`src/rtl/controlador_contador.sv`:
```
// controlador_contador
// Sequencing controller for a LARGURA-bit up/down/load counter datapath.
// It decides every cycle whether the counter counts, in which direction and
// when it reloads, in ping-pong or circular mode, for a programmed lap count.
module controlador_contador #(
    parameter int LARGURA = 4
) (
    input  logic               clock,
    input  logic               reset,
    input  logic               iniciar,
    input  logic               parar,
    input  logic               modo,
    input  logic [LARGURA-1:0] limite_inf,
    input  logic [LARGURA-1:0] limite_sup,
    input  logic [7:0]         voltas,
    input  logic [LARGURA-1:0] contagem,
    output logic               habilita,
    output logic               sobe,
    output logic               carrega,
    output logic [LARGURA-1:0] valor_carga,
    output logic               ocupado,
    output logic               fim,
    output logic [7:0]         voltas_feitas
);

    typedef enum logic [1:0] {
        PARADO   = 2'd0,
        CARGA    = 2'd1,
        SUBINDO  = 2'd2,
        DESCENDO = 2'd3
    } estado_t;

    estado_t            estado_q, estado_d;
    logic [LARGURA-1:0] inf_q, inf_d;
    logic [LARGURA-1:0] sup_q, sup_d;
    logic               modo_q, modo_d;
    logic [7:0]         voltas_q, voltas_d;
    logic [7:0]         feitas_q, feitas_d;
    logic               voltaFinal;
    logic               voltaCompleta;

    // The lap that is completing now is the last one when a finite run length
    // was programmed and this lap brings the completed count up to it.
    assign voltaFinal = (voltas_q != 8'd0) &&
                        (({1'b0, feitas_q} + 9'd1) == {1'b0, voltas_q});

    assign valor_carga   = inf_q;
    assign voltas_feitas = feitas_q;
    assign ocupado       = (estado_q != PARADO);

    // State and latched configuration registers; everything clears on reset.
    always_ff @(posedge clock or negedge reset) begin
        if (!reset) begin
            estado_q <= PARADO;
            inf_q    <= '0;
            sup_q    <= '0;
            modo_q   <= 1'b0;
            voltas_q <= 8'd0;
            feitas_q <= 8'd0;
        end else begin
            estado_q <= estado_d;
            inf_q    <= inf_d;
            sup_q    <= sup_d;
            modo_q   <= modo_d;
            voltas_q <= voltas_d;
            feitas_q <= feitas_d;
        end
    end

    // Next state and strobes; an abort always wins over limit handling so the
    // counter never moves on the cycle parar is seen.
    always_comb begin
        estado_d      = estado_q;
        inf_d         = inf_q;
        sup_d         = sup_q;
        modo_d        = modo_q;
        voltas_d      = voltas_q;
        feitas_d      = feitas_q;
        habilita      = 1'b0;
        sobe          = 1'b0;
        carrega       = 1'b0;
        fim           = 1'b0;
        voltaCompleta = 1'b0;

        case (estado_q)
            PARADO: begin
                if (iniciar && (limite_inf < limite_sup)) begin
                    estado_d = CARGA;
                    inf_d    = limite_inf;
                    sup_d    = limite_sup;
                    modo_d   = modo;
                    voltas_d = voltas;
                    feitas_d = 8'd0;
                end
            end
            CARGA: begin
                if (parar) begin
                    estado_d = PARADO;
                end else begin
                    carrega  = 1'b1;
                    estado_d = SUBINDO;
                end
            end
            SUBINDO: begin
                if (parar) begin
                    estado_d = PARADO;
                end else if (contagem < sup_q) begin
                    habilita = 1'b1;
                    sobe     = 1'b1;
                end else if (!modo_q) begin
                    habilita = 1'b1;
                    estado_d = DESCENDO;
                end else begin
                    voltaCompleta = 1'b1;
                    if (voltaFinal) begin
                        fim      = 1'b1;
                        estado_d = PARADO;
                    end else begin
                        carrega = 1'b1;
                    end
                end
            end
            DESCENDO: begin
                if (parar) begin
                    estado_d = PARADO;
                end else if (contagem > inf_q) begin
                    habilita = 1'b1;
                end else begin
                    voltaCompleta = 1'b1;
                    if (voltaFinal) begin
                        fim      = 1'b1;
                        estado_d = PARADO;
                    end else begin
                        habilita = 1'b1;
                        sobe     = 1'b1;
                        estado_d = SUBINDO;
                    end
                end
            end
            default: begin
                estado_d = PARADO;
            end
        endcase

        if (voltaCompleta && (feitas_q != 8'hFF)) begin
            feitas_d = feitas_q + 8'd1;
        end
    end

endmodule

```
`config.mk`:
```
export PLATFORM = sky130hd
export DESIGN_NAME = controlador_contador
export DESIGN_NICKNAME = d
export VERILOG_FILES = /design/src/rtl/controlador_contador.sv
export SDC_FILE = /design/constraint.sdc
export NUM_CORES = 1
export LEC_CHECK = 0
export BUFFER_PORTS_ARGS = -buffer_cell sky130_fd_sc_hd__buf_2
export CORE_MARGIN = 3
export CORE_UTILIZATION = 28
export CTS_BUF_LIST = sky130_fd_sc_hd__clkbuf_4 sky130_fd_sc_hd__clkbuf_8 sky130_fd_sc_hd__clkbuf_16
export CTS_CLUSTER_DIAMETER = 80
export DETAILED_ROUTE_END_ITERATION = 10
export REMOVE_ABC_BUFFERS = 1
export SETUP_SLACK_MARGIN = 0.2
export SYNTH_ARGS = -nofsm -noshare
export SYNTH_HDL_FRONTEND = slang
export SYNTH_SLANG_ARGS = --single-unit
```
`constraint.sdc`:
```
create_clock -name clock -period 5.25 [get_ports clock]
set_input_delay 0.7875 -clock clock [delete_from_list [all_inputs] [get_ports clock]]
set_output_delay 0.7875 -clock clock [all_outputs]
set_load 0.02 [all_outputs]
```
==> metrics.md, run 1 <==
| Metric | Value |
|---|---|
| Share of cells above drive strength 1 | 27.2% |
| CP Data Arrival Time | 2.72 ns |
| Critical Path RT | 4.46 ns |
| Post-synth EDFFs | 0 |
| Gate count of the mapped netlist | 202 |
| Max transition margin | 29.3% |
| GRT overflow | 0 |
| Synth area leader | dfrtp_1 |
| Asr flop ratio synth | 100% |
| Hold WS | 0.495 ns |
| Most frequent cell on the critical path | buf_2 |
| CTS tree | yes |
| HPWL Detailed | 3.36 mm |
| Initial DRT Pass Iterations | 4 |
| Root Driver | clkbuf_8 |
| WL/cell | 14.1 um |
| Outcome | complete, no violations |
| Worst skew pair latency | 0.29 ns |
| Critical path startpoint category | primary input |
| Number of global-route vias before repair | 1540 |
| Setup Fix Bufs, Post-CTS | 0 |
| Total number of yosys warnings | 0 |
| Minimum clock period | 3.51 ns |
| Synthesis-to-layout area growth | 16.0% |
| Clock Sink Count | 27 |
| Drt via density | 4.99 |
| Post-synthesis sequential area ratio | 35.4% |
| # hold bufs at CTS | 0 |
| Distinct cells, synth | 48 |
| Commonest non-fill, non-tap cell in the layout | buf_2 |
| Die area | 7850 um2 |
| Leakage | 0.00106 uW |
| Flop pwr share | 36.8% |
| First-pass GRT wire length | 7.51 mm |
| Dpl cells | 312 |
| Max FO, Critical Path | 12 |
| Synth Register Bits | 27 |
| # setup viols final | 0 |
| Maximum Capacitance Violations | 0 |
| TritonCTS Buffers | 3 |
| Row cnt | 29 |
| Slew Viols, Final | 0 |
| Max incr delay on CP | 0.74 ns |
| Die Ht | 88.6 um |
| Cell area power density | 457 nW/um2 |
| Initial antenna violation count | 0 |
| CP Cell Sequence | buf_2, ha_1, and2_1, a32o_1, a32oi_1, nor2_1, buf_2 |
| Die Width | 88.6 um |
| Setup TNS | 0 ns |
| Total track usage | 12.2% |
| Final worst-path cycle share | 66.8% |
| Top cell type's share of synthesized area | 35.4% |
| Total wire length | 4.44 mm |
| RSZ-0062 raised after global routing | no |
| WS Path Type | in2out |
| Gpl congestion | 0.843 |
| Post-Synthesis Cell Area | 1910 um2 |
| CTS Buffer Depth | 2 |
| Core area | 6490 um2 |
| ANT nets after route | 0 |
| HP Class | reg2reg |
| P_int | 575 uW |
| Final hold viol count | 0 |
| Remaining DRCs | 0 |
| Slowest cell on crit path | a32oi_1 |
| Pin count of the biggest net entering global routing | 30 |
| Layout Nets | 281 |
| H-Tree Depth | 1 |
| Post-synth top flop | dfrtp_1 |
| Non-Filler Instances | 316 |
| Initial DRC count | 64 |
| Antenna cells | 0 |
| Sw Share | 43.3% |
| Sw Pwr | 439 uW |
| Clock slew at reported path FFs | 0.11 ns |
| Main area contributors after synthesis | dfrtp_1, ha_1, mux2_2 |
| Comb power frac | 50.0% |
| Pwr Total | 1010 uW |
| Skew final | 0.00797 ns |
| I/O pin total | 42 |
| Commonest non-fill, non-tap cells in the layout | buf_2, dfrtp_1, inv_1 |
| Vias | 1577 |
| Max frequency | 285 MHz |
| # port buffers | 41 |
| Initial core utilization | 29.4% |
| Clock power share | 13.3% |
| Post-CTS sizing | 0 |
| Mapped Avg Cell Area | 9.46 um2 |
| Worst slew pin tran | 1.06 ns |
| VDD IR-drop max | 0.000159 V |
| Crit end category | output port |
final cells by class:
type	count	area [um2]
tap	77	96.3
clock buffer	3	41.3
sequential	27	676
clock inverter	1	8.76
multi-input combinational	148	1120
inverter	19	71.3
timing repair buffer	41	205
fill	667	4280
worst max-delay path, delay by kind of cell:
kind	cells	cell delay, ns
adders and majority gates	1	0.30
AOI/OAI and AO/OA	2	1.04
and+or+nand+nor	2	0.27
buffers and inverters	2	0.31
routing by layer:
layer  share of wire, %  wire length (um)  track usage (%)
met1                 51              2270             17.5
met2                 44              1960             18.5
met3                4.1               180             2.89
met4               0.81                36             3.30
met5                  0                 0                0
sequential cells by signal, indices dropped and copies added, names as in the netlist:
name / count
modo_q: 1
valor_carga: 4
voltas_q: 8
estado_q: 2
sup_q: 4
voltas_feitas: 8
through the flow:
step	setup slack, ns	cell area [um2]	utilization [%]
after global routing	1.60	2220	34.1
after floorplan	2.19	1870	-
after global placement	1.78	2170	33.4
final	1.74	2220	34.1
after CTS	1.74	2220	34.1
after detailed placement	1.77	2170	33.4
cells by family after synthesis:
| logic type | after synthesis | synth area share [%] |
|---|---|---|
| AO/OA/AOI/OAI | 41 | 15.1 |
| XOR/XNOR | 6 | 2.75 |
| adder cells (fa/ha/maj) | 16 | 10.5 |
| buffers and inverters | 27 | 6.09 |
| flip-flops | 27 | 35.4 |
| multiplexers | 17 | 10.0 |
| AND/OR/NAND/NOR | 68 | 20.2 |
worst paths after layout:
path,startpoint,endpoint,slack (ns),depth (start not counted)
setup / recovery,contagem[3],fim,1.74,7
hold / removal,sup_q[2]$_DFFE_PN0P_,sup_q[2]$_DFFE_PN0P_,0.49,2
setup reg to reg,valor_carga[3]$_DFFE_PN0P_,voltas_feitas[5]$_DFFE_PN0P_,2.59,8
hold reg to reg,sup_q[2]$_DFFE_PN0P_,sup_q[2]$_DFFE_PN0P_,0.49,2
max in group asynchronous,reset,voltas_q[4]$_DFFE_PN0P_,4.32,1
min in group asynchronous,reset,sup_q[2]$_DFFE_PN0P_,0.51,1
cells in the mapped netlist, drive strengths merged, types with 2 or more instances:
cell type,number
xor2,2
a21oi,6
dfrtp,27
inv,19
buf,5
xnor2,4
a211o,3
nand2,18
or2,3
nor4,5
nor3,5
nor2b,4
and3,4
nor2,7
o211ai,2
clkbuf,3
nand4,3
mux2,14
mux2i,3
a32o,2
nor3b,3
ha,16
a311o,2
nand2b,2
nand3,4
a32oi,3
nor4b,3
o21ai,15
and2,4
power by group through the flow:
stage / Sequential, uW / Clock, uW / Combinational, uW
2_1_floorplan: 385 / 0 / 354
3_3_place_gp: 373 / 0 / 503
3_5_place_dp: 377 / 0 / 510
4_1_cts: 372 / 137 / 513
5_1_grt: 388 / 147 / 572
6_report: 373 / 135 / 507
Note: power is estimated with default switching activity, not from simulation.
==> inputs of run 2 (changes only) <==
==> constraint.sdc (replaced) <==
create_clock -name clock -period 2.95 [get_ports clock]
set_input_delay 0.4425 -clock clock [delete_from_list [all_inputs] [get_ports clock]]
set_output_delay 0.4425 -clock clock [all_outputs]
set_load 0.02 [all_outputs]
==> run 2 against run 1 <==
  * Critical path depth is 1 higher
  * Via count is 3.0% higher
  * Count of clock-buffer cells in the layout stayed put
  * Die area stayed put
  * Sequential share of layout area is 1.9 points lower
  * Clock power is 70% higher
  * Routed wire length is 0.92% higher
  * Core utilization is 2.4 points higher
  * Cell count is 2.8% higher
  * Design area is 7.2% higher
  * Clock skew is 0.0048 ns higher
  * Critical endpoint is now habilita
  * Largest cell class unchanged
  * Highest routed layer unchanged
==> metrics.md, run 2 (synthesized netlist as in run 1, its figures left out) <==
| Metric | Value |
|---|---|
| HPWL Detailed | 3.50 mm |
| Max frequency | 379 MHz |
| Skew final | 0.0127 ns |
| Worst slew pin tran | 0.616 ns |
| Dpl cells | 315 |
| Layout Nets | 290 |
| Total track usage | 12.4% |
| Worst skew pair latency | 0.28 ns |
| Die area | 7850 um2 |
| Non-Filler Instances | 325 |
| CTS tree | yes |
| DP Area | 2200 um2 |
| Critical path startpoint category | flop |
| Top layer in use | met4 |
| Die Width | 88.6 um |
| DP Worst Slack | 0.272 ns |
| WL/cell | 13.8 um |
| Number of global-route vias before repair | 1598 |
| # setup viols final | 0 |
| Initial core utilization | 29.4% |
| Final hold viol count | 0 |
| Critical Path RT | 2.51 ns |
| CP Data Arrival Time | 2.20 ns |
| Most frequent cell on the critical path | and3_4 |
| Clock Sink Count | 27 |
| Drt via density | 5.00 |
| Gpl congestion | 0.865 |
| WS Path Type | reg2out |
| Share of cells above drive strength 1 | 35.1% |
| Final worst slack | 0.312 ns |
| Die Ht | 88.6 um |
| Crit end category | output port |
| TritonCTS Buffers | 3 |
| Initial antenna violation count | 0 |
| Setup TNS | 0 ns |
| HP Class | in2async |
| CP Cell Sequence | buf_4, and3_4, and3_1, o31a_1, or2_4, and3_4, o21ai_2, buf_6 |
| Synthesis-to-layout area growth | 24.4% |
| Met1 WL | 2.11 mm |
| RSZ-0062 raised after global routing | yes |
| Row cnt | 29 |
| Remaining DRCs | 0 |
| H-Tree Depth | 1 |
| Slew Viols, Final | 0 |
| Cell area power density | 804 nW/um2 |
| Maximum Capacitance Violations | 0 |
| Initial DRT Pass Iterations | 4 |
| # port buffers | 41 |
| Commonest non-fill, non-tap cell in the layout | buf_2 |
| Max FO, Critical Path | 4 |
| Commonest non-fill, non-tap cells in the layout | buf_2, dfrtp_1, inv_1 |
| Finished Cell Area | 2380 um2 |
| ANT nets after route | 0 |
| Vias | 1625 |
| Leakage | 0.00112 uW |
| Pin count of the biggest net entering global routing | 28 |
| Outcome | complete, no violations |
| Core area | 6490 um2 |
| Slowest cell on crit path | dfrtp_1 |
| Max transition margin | 58.9% |
| Initial DRC count | 75 |
| Reg2Reg Launch Point | valor_carga[3]$_DFFE_PN0P_ |
| VDD IR-drop max | 0.000351 V |
| First-pass GRT wire length | 7.64 mm |
| Minimum clock period | 2.64 ns |
| Root Driver | clkbuf_8 |
| Met2 wire length | 2.13 mm |
| Total wire length | 4.48 mm |
| Clock slew at reported path FFs | 0.11 ns |
| Critical path origin | voltas_feitas[1]$_DFFE_PN0P_ |
| Antenna cells | 0 |
| Met3 Routed Length | 198 um |
| Hold WS | 0.159 ns |
| I/O pin total | 42 |
| Final worst-path cycle share | 89.4% |
| Max incr delay on CP | 0.43 ns |
| CTS Buffer Depth | 2 |
| GRT overflow | 0 |
| Fill cells | 653 |
## run 2: changes by cell type in the layout (fill, tap and decap cells not counted), sizes merged
cell / previous run / this run
buf: 41 / 50
## run 2: path summary, 6_finish.rpt
kind	to	slack (ns)	depth (start not counted)
worst max register to register	voltas_feitas[3]$_DFFE_PN0P_	0.66	9
max in group asynchronous	voltas_feitas[4]$_DFFE_PN0P_	2.35	1
worst min-delay path	voltas_feitas[1]$_DFFE_PN0P_	0.16	1
worst min register to register	sup_q[2]$_DFFE_PN0P_	0.50	2
worst max-delay path	habilita	0.31	8
min in group clock	voltas_q[1]$_DFFE_PN0P_	0.38	2
## run 2: timing repair
action / in CTS / in global routing
endpoints found under the setup margin: 4 / 4
gates resized for setup: 5 / 18
setup buffers: 4 / 2
pin swaps: 1 / 5
gates cloned: 0 / 0
hold buffers: 0 / 0
endpoints found under the hold margin: 0 / 0
## run 2: per-layer routing
layer	vias up	track usage (%)
li1	820	-
met1	771	16.7
met2	30	20.5
met3	4	2.79
met4	0	2.34
met5	-	0
## run 2: area by class of cell
class | count | area (um2) | area share, %
clock buffer | 3 | 41.3 | 1.74
clock inverter | 1 | 8.76 | 0.369
inverter | 19 | 71.3 | 3.00
multi-input combinational | 148 | 1180 | 49.6
sequential | 27 | 679 | 28.6
tap | 77 | 96.3 | 4.05
timing repair buffer | 50 | 300 | 12.6
## run 2: per-stage QoR
stage	total power (uW)	utilization [%]
finish	1910	36.6
global route	2080	36.6
CTS	1860	35.4
detailed placement	1590	33.9
global placement	1580	33.9
floorplan	1320	-
## run 2: critical path: cells and delay by family, from the launching register on
family,cells,cell delay (ns)
AND/OR/NAND/NOR,4,0.81
flip-flops,1,0.43
AO/OA/AOI/OAI,2,0.38
buffers and inverters,2,0.29
## run 2: power breakdown
part	total, uW	internal (uW)	switching (uW)
logic	1020	494	526
clock network	229	99.3	130
registers	660	517	143
==> inputs of run 3 (changes only) <==
--- a/config.mk
+++ b/config.mk
@@ -7,10 +7,11 @@
 export LEC_CHECK = 0
 export BUFFER_PORTS_ARGS = -buffer_cell sky130_fd_sc_hd__buf_2
 export CORE_MARGIN = 3
-export CORE_UTILIZATION = 28
+export CORE_UTILIZATION = 54
 export CTS_BUF_LIST = sky130_fd_sc_hd__clkbuf_4 sky130_fd_sc_hd__clkbuf_8 sky130_fd_sc_hd__clkbuf_16
 export CTS_CLUSTER_DIAMETER = 80
 export DETAILED_ROUTE_END_ITERATION = 10
+export PLACE_DENSITY = 0.79
 export REMOVE_ABC_BUFFERS = 1
 export SETUP_SLACK_MARGIN = 0.2
 export SYNTH_ARGS = -nofsm -noshare
==> constraint.sdc (replaced) <==
create_clock -name clock -period 2.46 [get_ports clock]
set_input_delay 0.369 -clock clock [delete_from_list [all_inputs] [get_ports clock]]
set_output_delay 0.369 -clock clock [all_outputs]
set_load 0.02 [all_outputs]
==> run 3 against run 2 <==
  * The run now ends with negative setup slack left
  * Core utilization is 38 points higher
  * Global-route usage is 12 points higher
  * Clock skew is 0.0035 ns lower
==> metrics.md, run 3 (synthesized netlist as in run 1, its figures left out) <==
| Metric | Value |
|---|---|
| Initial DRC count | 160 |
| TritonCTS Buffers | 3 |
| CP Cell Sequence | ha_2, and2_4, nor4b_4, a31oi_1, a311oi_2, and3_4, o21ai_2, buf_6 |
| Minimum clock period | 2.66 ns |
| Core area | 3200 um2 |
| Pwr Total | 2330 uW |
| Critical Path RT | 2.09 ns |
| Sw Share | 43.3% |
| Root Driver | clkbuf_4 |
| CTS tree | yes |
| Final worst slack | -0.197 ns |
| Final hold viol count | 0 |
| HPWL Detailed | 3.24 mm |
| # setup viols final | 4 |
| CP top delay family | simple AND/OR/NAND/NOR gates |
| Pin count of the biggest net entering global routing | 28 |
| Commonest non-fill, non-tap cell in the layout | buf_2 |
| Failing checks | negative setup slack |
| Setup TNS | -0.683 ns |
| Maximum Capacitance Violations | 0 |
| Slowest cell on crit path | dfrtp_1 |
| Comb power frac | 56.6% |
| Number of global-route vias before repair | 1724 |
| First-pass GRT wire length | 8.06 mm |
| Drt via density | 5.90 |
| Die Width | 65.5 um |
| Worst slew pin tran | 0.621 ns |
| Remaining DRCs | 0 |
| WS Path Type | reg2out |
| # hold bufs at CTS | 0 |
| Final worst-path cycle share | 108% |
| Worst Path Buf+Inv | 1 |
| Flop pwr share | 34.2% |
| Die area | 4290 um2 |
| GRT overflow | 0 |
| Critical path startpoint category | flop |
| WL/cell | 15.7 um |
| Layout Nets | 294 |
| Leakage | 0.00115 uW |
| Max transition margin | 58.6% |
| Skew final | 0.00924 ns |
| # port buffers | 41 |
| HP Class | in2async |
| Total track usage | 24.0% |
| CP Data Arrival Time | 2.29 ns |
| Initial antenna violation count | 0 |
| Vias | 1746 |
| Initial core utilization | 59.6% |
| Gpl congestion | 0.899 |
| ANT nets after route | 0 |
| Max incr delay on CP | 0.40 ns |
| Max FO, Critical Path | 7 |
| Total wire length | 4.66 mm |
| P_int | 1320 uW |
| Crit end category | output port |
| CTS Buffer Depth | 2 |
| I/O pin total | 42 |
| Area taken by flip-flops and latches | 679 um2 |
| RSZ-0062 raised after global routing | yes |
| Sw Pwr | 1010 uW |
| Die Ht | 65.5 um |
| Synthesis-to-layout area growth | 25.5% |
| Max frequency | 376 MHz |
| Footprint of the multi-input gates | 1210 um2 |
| Share of cells above drive strength 1 | 39.3% |
| Clock power share | 9.2% |
| Row cnt | 20 |
| VDD IR-drop max | 0.000781 V |
| Cell area power density | 973 nW/um2 |
| Clock Sink Count | 27 |
| Fill cells | 246 |
| H-Tree Depth | 1 |
| Commonest non-fill, non-tap cells in the layout | buf_2, dfrtp_1, inv_1, nand2_1, ha_1 |
| Outcome | finished with violations |
| Worst skew pair latency | 0.34 ns |
| Clock slew at reported path FFs | 0.16 ns |
| Initial DRT Pass Iterations | 4 |
| Antenna cells | 0 |
| Slew Viols, Final | 0 |
## run 3: cell count changes in the layout (fill, tap and decap cells not counted), moves of 2 or more
| cell | delta |
|---|---|
| o21ai_0 | -2 |
| clkbuf_4 | +3 |
| buf_6 | +2 |
| clkbuf_8 | -3 |
| o21ai_1 | +2 |
| buf_4 | +2 |
## run 3: repair_timing
action	4_1_cts	5_1_grt
buffers inserted	2	3
gates cloned	0	0
setup endpoints to repair	4	11
pin swaps	7	5
resized for setup	21	16
## run 3: layout make-up
| class | count | share of cell area (%) |
|---|---|---|
| repair buffers | 54 | 14.5 |
| multi-input cells | 148 | 50.6 |
| well taps | 44 | 2.30 |
| clock inverters | 1 | 0.365 |
| flip-flops and latches | 27 | 28.3 |
| clock buffers | 3 | 0.939 |
| inverters | 19 | 2.97 |
## run 3: power groups by stage
stage	logic [uW]	clock network [uW]	registers [uW]
2_1_floorplan	755	0	822
3_3_place_gp	1110	0	784
3_5_place_dp	1140	0	792
4_1_cts	1200	220	788
5_1_grt	1460	238	828
6_report	1320	214	798
## run 3: path summary, 6_finish.rpt
check / startpoint / end / slack [ns] / cells past startpoint
worst max-delay path: voltas_feitas[1]$_DFFE_PN0P_ / sobe / -0.20 / 8
worst min-delay path: reset / voltas_feitas[2]$_DFFE_PN0P_ / 0.01 / 1
worst max register to register: valor_carga[1]$_DFFE_PN0P_ / voltas_feitas[3]$_DFFE_PN0P_ / 0.29 / 10
worst min register to register: sup_q[3]$_DFFE_PN0P_ / sup_q[3]$_DFFE_PN0P_ / 0.52 / 2
max in group asynchronous: reset / voltas_feitas[4]$_DFFE_PN0P_ / 2.01 / 1
min in group clock: voltas[2] / voltas_q[2]$_DFFE_PN0P_ / 0.24 / 2
## run 3: routing by layer
layer  part of all wire [%]  track usage (%)  up-vias
met4                   0.90             7.51        0
met3                    4.3             4.27        6
met5                      0                0        -
met2                     50             39.4       47
met1                     45             32.1      860
li1                       -                -      833
## run 3: metrics by stage
step / util (%) / instance area, um2 / instances / hold slack (ns) / worst slack (ns)
2_1_floorplan: - / 1870 / 194 / 0.0734 / -0.113
3_3_place_gp: 68.6 / 2200 / 287 / 0.421 / 0.107
3_5_place_dp: 68.6 / 2200 / 287 / 0.420 / 0.0503
4_1_cts: 72.3 / 2310 / 293 / 0.0198 / -0.142
5_1_grt: 74.9 / 2400 / 296 / 0.0292 / -0.343
6_report: 74.9 / 2400 / 296 / 0.0112 / -0.197
